<file path="config.mk">
export PLATFORM = sky130hd
export DESIGN_NAME = pc_fetch_unit
export DESIGN_NICKNAME = d
export VERILOG_FILES = /design/src/rtl/cpu_pkg.sv /design/src/rtl/next_pc_calc.sv /design/src/rtl/pc_fetch_unit.sv
export SDC_FILE = /design/constraint.sdc
export NUM_CORES = 1
export LEC_CHECK = 0
export BUFFER_PORTS_ARGS = -buffer_cell sky130_fd_sc_hd__buf_2
export CAP_MARGIN = 20
export CORE_MARGIN = 2
export CORE_UTILIZATION = 49
export DETAILED_ROUTE_END_ITERATION = 10
export PLACE_DENSITY = 0.82
export SLEW_MARGIN = 10
export SYNTH_ARGS = -nofsm -noshare
export SYNTH_HDL_FRONTEND = slang
export SYNTH_HIERARCHICAL = 1
export SYNTH_SLANG_ARGS = --single-unit
</file>
<file path="constraint.sdc">
create_clock -name clk -period 2.95 [get_ports clk]
set_input_delay 0.4425 -clock clk [delete_from_list [all_inputs] [get_ports clk]]
set_output_delay 0.4425 -clock clk [all_outputs]
set_load 0.02 [all_outputs]
</file>
<file path="src/rtl/cpu_pkg.sv">
// cpu_pkg: constants and fetch-state type shared by the fetch, decode and sign-extend stages
package cpu_pkg;

    localparam int ADDR_W_DEF = 8;
    localparam int INSTR_W = 8;
    localparam logic [ADDR_W_DEF-1:0] RESET_PC_DEF = '0;

    typedef enum logic [1:0] {
        FETCH,
        VALID,
        HALTED
    } fetch_state_e;

endpackage

</file>
<file path="src/rtl/next_pc_calc.sv">
// next_pc_calc: sequential or jump successor of pc, modulo 2^ADDR_W
module next_pc_calc #(
    parameter int ADDR_W = cpu_pkg::ADDR_W_DEF
) (
    input  logic [ADDR_W-1:0] pc,
    input  logic              jump_en,
    input  logic [ADDR_W-1:0] jump_offset,
    output logic [ADDR_W-1:0] next_pc
);

    // offset is already sign-extended, so a plain modular add covers backward jumps
    always_comb next_pc = pc + ADDR_W'(1) + (jump_en ? jump_offset : '0);

endmodule

</file>
<file path="src/rtl/pc_fetch_unit.sv">
// pc_fetch_unit: PC register and instruction fetch stage; define JUMP_COUNT_EN to add the saturating jump_count output
module pc_fetch_unit import cpu_pkg::*; #(
    parameter int                ADDR_W   = ADDR_W_DEF,
    parameter logic [ADDR_W-1:0] RESET_PC = ADDR_W'(RESET_PC_DEF)
) (
    input  logic               clk,
    input  logic               reset,
    output logic               imem_req,
    output logic [ADDR_W-1:0]  imem_addr,
    input  logic               imem_ack,
    input  logic [INSTR_W-1:0] imem_rdata,
    output logic [INSTR_W-1:0] instr,
    output logic               instr_valid,
    input  logic               instr_ready,
    input  logic               jump_en,
    input  logic [ADDR_W-1:0]  jump_offset,
    input  logic               halt,
`ifdef JUMP_COUNT_EN
    output logic [7:0]         jump_count,
`endif
    output logic [ADDR_W-1:0]  pc
);

    fetch_state_e      state;
    logic [ADDR_W-1:0] next_pc;
    logic              handshake;

    assign imem_addr = pc;
    assign handshake = instr_valid && instr_ready;

    next_pc_calc #(.ADDR_W(ADDR_W)) u_next_pc (
        .pc          (pc),
        .jump_en     (jump_en),
        .jump_offset (jump_offset),
        .next_pc     (next_pc)
    );

    // fetch FSM with registered req/valid; reset overrides a same-cycle ack
    always_ff @(posedge clk) begin
        if (reset) begin
            state       <= FETCH;
            pc          <= RESET_PC;
            instr       <= '0;
            instr_valid <= 1'b0;
            imem_req    <= 1'b1;
        end else begin
            case (state)
                FETCH: begin
                    if (imem_ack) begin
                        instr       <= imem_rdata;
                        state       <= VALID;
                        imem_req    <= 1'b0;
                        instr_valid <= 1'b1;
                    end
                end
                VALID: begin
                    if (handshake) begin
                        instr_valid <= 1'b0;
                        if (halt) begin
                            state <= HALTED;
                        end else begin
                            pc       <= next_pc;
                            state    <= FETCH;
                            imem_req <= 1'b1;
                        end
                    end
                end
                HALTED: ;
                default: begin
                    state       <= FETCH;
                    instr_valid <= 1'b0;
                    imem_req    <= 1'b1;
                end
            endcase
        end
    end

`ifdef JUMP_COUNT_EN
    // count taken jumps that are actually consumed, sticking at the top value
    always_ff @(posedge clk) begin
        if (reset)
            jump_count <= '0;
        else if (handshake && jump_en && !halt && jump_count != 8'hFF)
            jump_count <= jump_count + 8'd1;
    end
`endif

endmodule
</file>
# Yosys cells after proc, flatten, opt, wreduce, memory -nomap -nowiden
# Cells that the tools add are included.
# W data, S select, Z words.
[classes]
addsub = 2
eq_ne = 5
n_mux = 12
bitwise = 2
reduce_logical = 6
[op_table]
columns = ["op", "n"]
rows = [
  ["$add A8 B1 Y8 const B", 1],
  ["$add A8 B8 Y8", 1],
  ["$mux W8", 1],
  ["$mux W2", 3],
  ["$ne A2 B2 Y1 const B", 3],
  ["$pmux W1 S3", 2],
  ["$pmux W2 S3", 1],
  ["$reduce_and A3 Y1", 2],
  ["$mux W1", 5],
  ["$reduce_and A4 Y1", 1],
  ["$eq A2 B1 Y1 const B", 1],
  ["$eq A2 B2 Y1 const B", 1],
  ["$logic_not A2 Y1", 1],
  ["$not A1 Y1", 2],
  ["$reduce_and A2 Y1", 1],
  ["$logic_and A1 B1 Y1", 1],
]
[totals]
reg_bits = 20
input_bits = 22
out_inout_bits = 26
wordCells = 32

# Longest topological paths before layout
[logic_depth]
ltp_word = 3
mapped_depth = 9
depth_no_buf = 9

# Hierarchy
# Netlist, hierarchy kept.
[by_module_without_submodules]
columns = ["mod", "n_inst", "cells_each", "area_per_inst_um2", "seq_area_each_um2"]
rows = [
  ["pc_fetch_unit", 1, 85, 790.8, 380.4],
  ["next_pc_calc", 1, 48, 350.3, 0.0],
]

# Worst setup path before layout
# No wires, ideal clock.
[synth_timing]
path_type = "in2reg"
start = "input jump_offset[2]"
end = "register pc[6] (netlist: imem_addr[6])"
setup_time_ns = 0.065
t_arrival_ns = 1.890
t_required_ns = 2.885
setup_slack_ns = 0.995
cell_stages = 8
path_buffers = 0
path_cell_list = "and2_1 > ha_1 > nor2b_4 > o31a_1 > or4_1 > nand3_1 > mux2i_1 > nor2_1"
[synth_via]
elab_chain_cells = 2
[synth_rtl]
columns = ["element", "line_no", "source"]
rows = [
  ["start, declared", "pc_fetch_unit.sv:16", "input logic [ADDR_W-1:0] jump_offset,"],
  ["$mux W8", "next_pc_calc.sv:12", "always_comb next_pc = pc + ADDR_W'(1) + (jump_en ? jump_offset : '0);"],
  ["$add A8 B8 Y8", "next_pc_calc.sv:12", ""],
  ["net next_pc[6]", "pc_fetch_unit.sv:25", "logic [ADDR_W-1:0] next_pc;"],
  ["end signal, assigned", "pc_fetch_unit.sv:62", "pc <= next_pc;"],
  ["end, declared", "pc_fetch_unit.sv:21", "output logic [ADDR_W-1:0] pc"],
]
# The timed path passes the listed nets, and every way through them passes these cells.
# A chain may end at the register's enable or synchronous reset.

# Worst setup path after layout
[layout_timing]
start = "input jump_en"
end = "register pc[6] (netlist: imem_addr[6])"
[layout_via]
elab_chain_cells = 2
[layout_rtl]
columns = ["element", "line_no", "source"]
rows = [
  ["start, declared", "pc_fetch_unit.sv:15", "input logic jump_en,"],
  ["$mux W8", "next_pc_calc.sv:12", ""],
  ["$add A8 B8 Y8", "next_pc_calc.sv:12", ""],
  ["net next_pc[6]", "pc_fetch_unit.sv:25", ""],
]
# The timed path passes the listed nets, and every way through them passes these cells.

==> results by group <==
Setup path
  – CP required: 3190 ps
  – Critical Path Source Type: primary input
  – CP arrival: 2160 ps
  – Worst-path fanout max: 8
  – Crit end category: register
  – Critical path class: in2reg
  – CP Cell Sequence: buf_2, and2_1, ha_1, nor2b_4, o31a_1, or4_1, nand3_1, mux2i_1, nor2_1
  – CP peak stage delay: 420 ps
  – Crit-path slowest cell: or4_1

Cells and area
  – Commonest non-fill, non-tap cell in the layout: buf_2
  – Area Growth Syn to Fin: 17.00%
  – N_diodes: 0
  – Layout cells sized above 1: 0.3158
  – Fin nets: 202
  – Commonest cells after routing, fill and taps aside: 47 x buf_2, 20 x nand2_1, 19 x dfxtp_1
  – Cell area after layout: 0.001335 mm^2
  – Cell Count, Final, Fillers Out: 199

Route
  – Initial DRC count: 6
  – Drt pass-1 iters: 4
  – Antenna-violating nets left: 0
  – Vias per cell: 5.080
  – # DRC: 0
  – DRT Wirelength: 2.321 mm
  – Vias: 1011
  – DR WL/cell: 11.66 um

Clock network
  – CTS Root Cell: clkbuf_4
  – Post-CTS Hold Buffers: 0
  – CTS sink cnt: 19
  – Post-cts sizing count: 0
  – CTS tree: yes
  – H-tree depth: 1
  – Clock latency on the worst-skew pair: 290 ps
  – Maximum buffer depth of the clock tree: 2
  – Num CTS Buffers: 3
  – Clock transition at path regs: 110 ps
  – Post-CTS Repair Setup Buffers: 0

Placed design
  – Placed insts: 195
  – IO buf count: 47
  – Post-DP HPWL: 1.822 mm
  – Post-DP Area: 0.001309 mm^2
  – Routability cong.: 0.7567

Global route
  – Congestion Overflow GR: 0
  – First-pass GRT wire length: 3.670 mm
  – Total GRT Usage: 0.1806
  – Pin count of the biggest net entering global routing: 20
  – Initial antenna violation count: 0
  – Vias in the first global route: 897

Hold path
  – Hold Path Class: in2reg

Synthesis
  – Number of distinct library cells after synthesis: 35
  – Top_reg_cell synth: dfxtp_1
  – Cell area after synthesis: 0.001141 mm^2
  – Syn_area_per_cell: 8.580 um^2
  – Syn nets: 163
  – Post-Synthesis Cells: 133
  – Async S/R FF share, synth: 0
  – Register area share after synthesis: 0.3333
  – Synth warn: 6
  – Post-synth EDFFs: 0
  – Yosys reg bits: 19

STA
  – Final Hold Fails: 0
  – Slew HR: 0.6801
  – Fin. max-slew vios: 0
  – Fin Setup TNS: 0 ps
  – Unrepaired setup endpoints after global routing: false
  – Worst slew pin tran: 477.7 ps
  – Final Setup Violations: 0
  – Final period utilization: 0.6522
  – Minimum clock period: 1924 ps
  – Clk_skew: 2.274 ps
  – Hold Slack: 377.5 ps
  – F_max: 519.7 MHz

Power
  – Power Internal: 369.1 uW
  – Pwr dens: 389.3 mW/mm^2
  – Switching share of total power: 0.2899
  – Combinational group share of total power: 0.215
  – Clock power share: 0.251
  – Share of power burned in registers: 0.535
  – Leak pwr: 0.6629 nW
  – Sw power: 150.7 uW
  – Maximum VDD drop: 0.2580 mV

Floorplan
  – Io pins: 48
  – Chip width: 52.26 um
  – Die area: 0.002731 mm^2
  – DIE HEIGHT: 52.26 um
  – Standard cell core area: 0.002212 mm^2
  – # rows: 17
  – Initial core utilization: 0.5158

Job
  – Max cap viols: 0

Outcome
  – Status: finished clean
==> critical path: cells and delay by family <==
kind	cells	cell delay, ps
buf+inv	1	140
mux	1	70
fa+ha+maj	1	330
compound gates	1	270
simple gates	5	900
==> worst paths after layout <==
check / from / endpoint / slack (ps) / cells past startpoint
worst max-delay path: jump_en / imem_addr[6] / 1030 / 9
worst min-delay path: imem_rdata[2] / instr[2] / 380 / 3
worst max register to register: imem_addr[0] / imem_addr[6] / 1040 / 9
worst min register to register: instr[0] / instr[0] / 460 / 2
==> stage by stage <==
stage | utilization | setup WS, ps | total power, mW
3_3_place_gp | 0.5916 | 812.3 | 0.3911
3_5_place_dp | 0.5916 | 733.2 | 0.3960
5_1_grt | 0.6035 | 914.3 | 0.5493
6_report | 0.6035 | 1026 | 0.5198
4_1_cts | 0.6035 | 1044 | 0.5246
2_1_floorplan | - | 995.2 | 0.3651
==> registers in the layout, indices dropped and copies added, names as in the netlist <==
name,flops
imem_addr,8
instr_valid,1
instr,8
imem_req,1
state,1
==> kinds of logic (layout without fill, tap and decap cells) <==
group           after synthesis  count (layout)  synth area share
compound gates               21              21            0.1075
fa+ha+maj                     8               8           0.09430
flops                        19              19            0.3333
mux                          10              10           0.08882
xor+xnor                      5               5           0.03838
simple gates                 50              50            0.2248
buf+inv                      20              58            0.1129
==> power groups by stage <==
stage / sequential [mW] / combinational (mW) / clock (mW)
detailed placement: 0.284 / 0.112 / 0
CTS: 0.278 / 0.112 / 0.134
floorplan: 0.296 / 0.0688 / 0
finish: 0.278 / 0.112 / 0.130
global route: 0.280 / 0.124 / 0.145
global placement: 0.283 / 0.108 / 0
==> synthesized netlist by cell type, types with 2 or more instances <==
cell	instances	area, um^2
nand2_1	20	75.07
dfxtp_1	19	380.4
a21oi_1	13	65.06
nor2_1	11	41.29
mux2i_1	9	90.09
buf_4	8	60.06
ha_1	7	87.58
inv_1	7	26.28
and2_1	5	31.28
xnor2_1	4	35.03
buf_6	3	33.78
nand3_1	3	15.01
nor3_1	2	10.01
==> area by class of cell <==
class                   count  area (um^2)
clock buffers               4        26.28
fillers                   221        877.1
inverters                   7        26.28
multi-input cells          94        631.9
flip-flops and latches     19        380.4
well taps                  28        35.03
repair buffers             47        235.2
==> routing by layer <==
layer	vias up	track usage	share of wire
li1	516	-	-
met1	471	0.2086	0.42
met2	22	0.3291	0.53
met3	2	0.04286	0.040
met4	0	0.05128	0.0082
met5	-	0	0
Power figures use the tool's default switching activity.
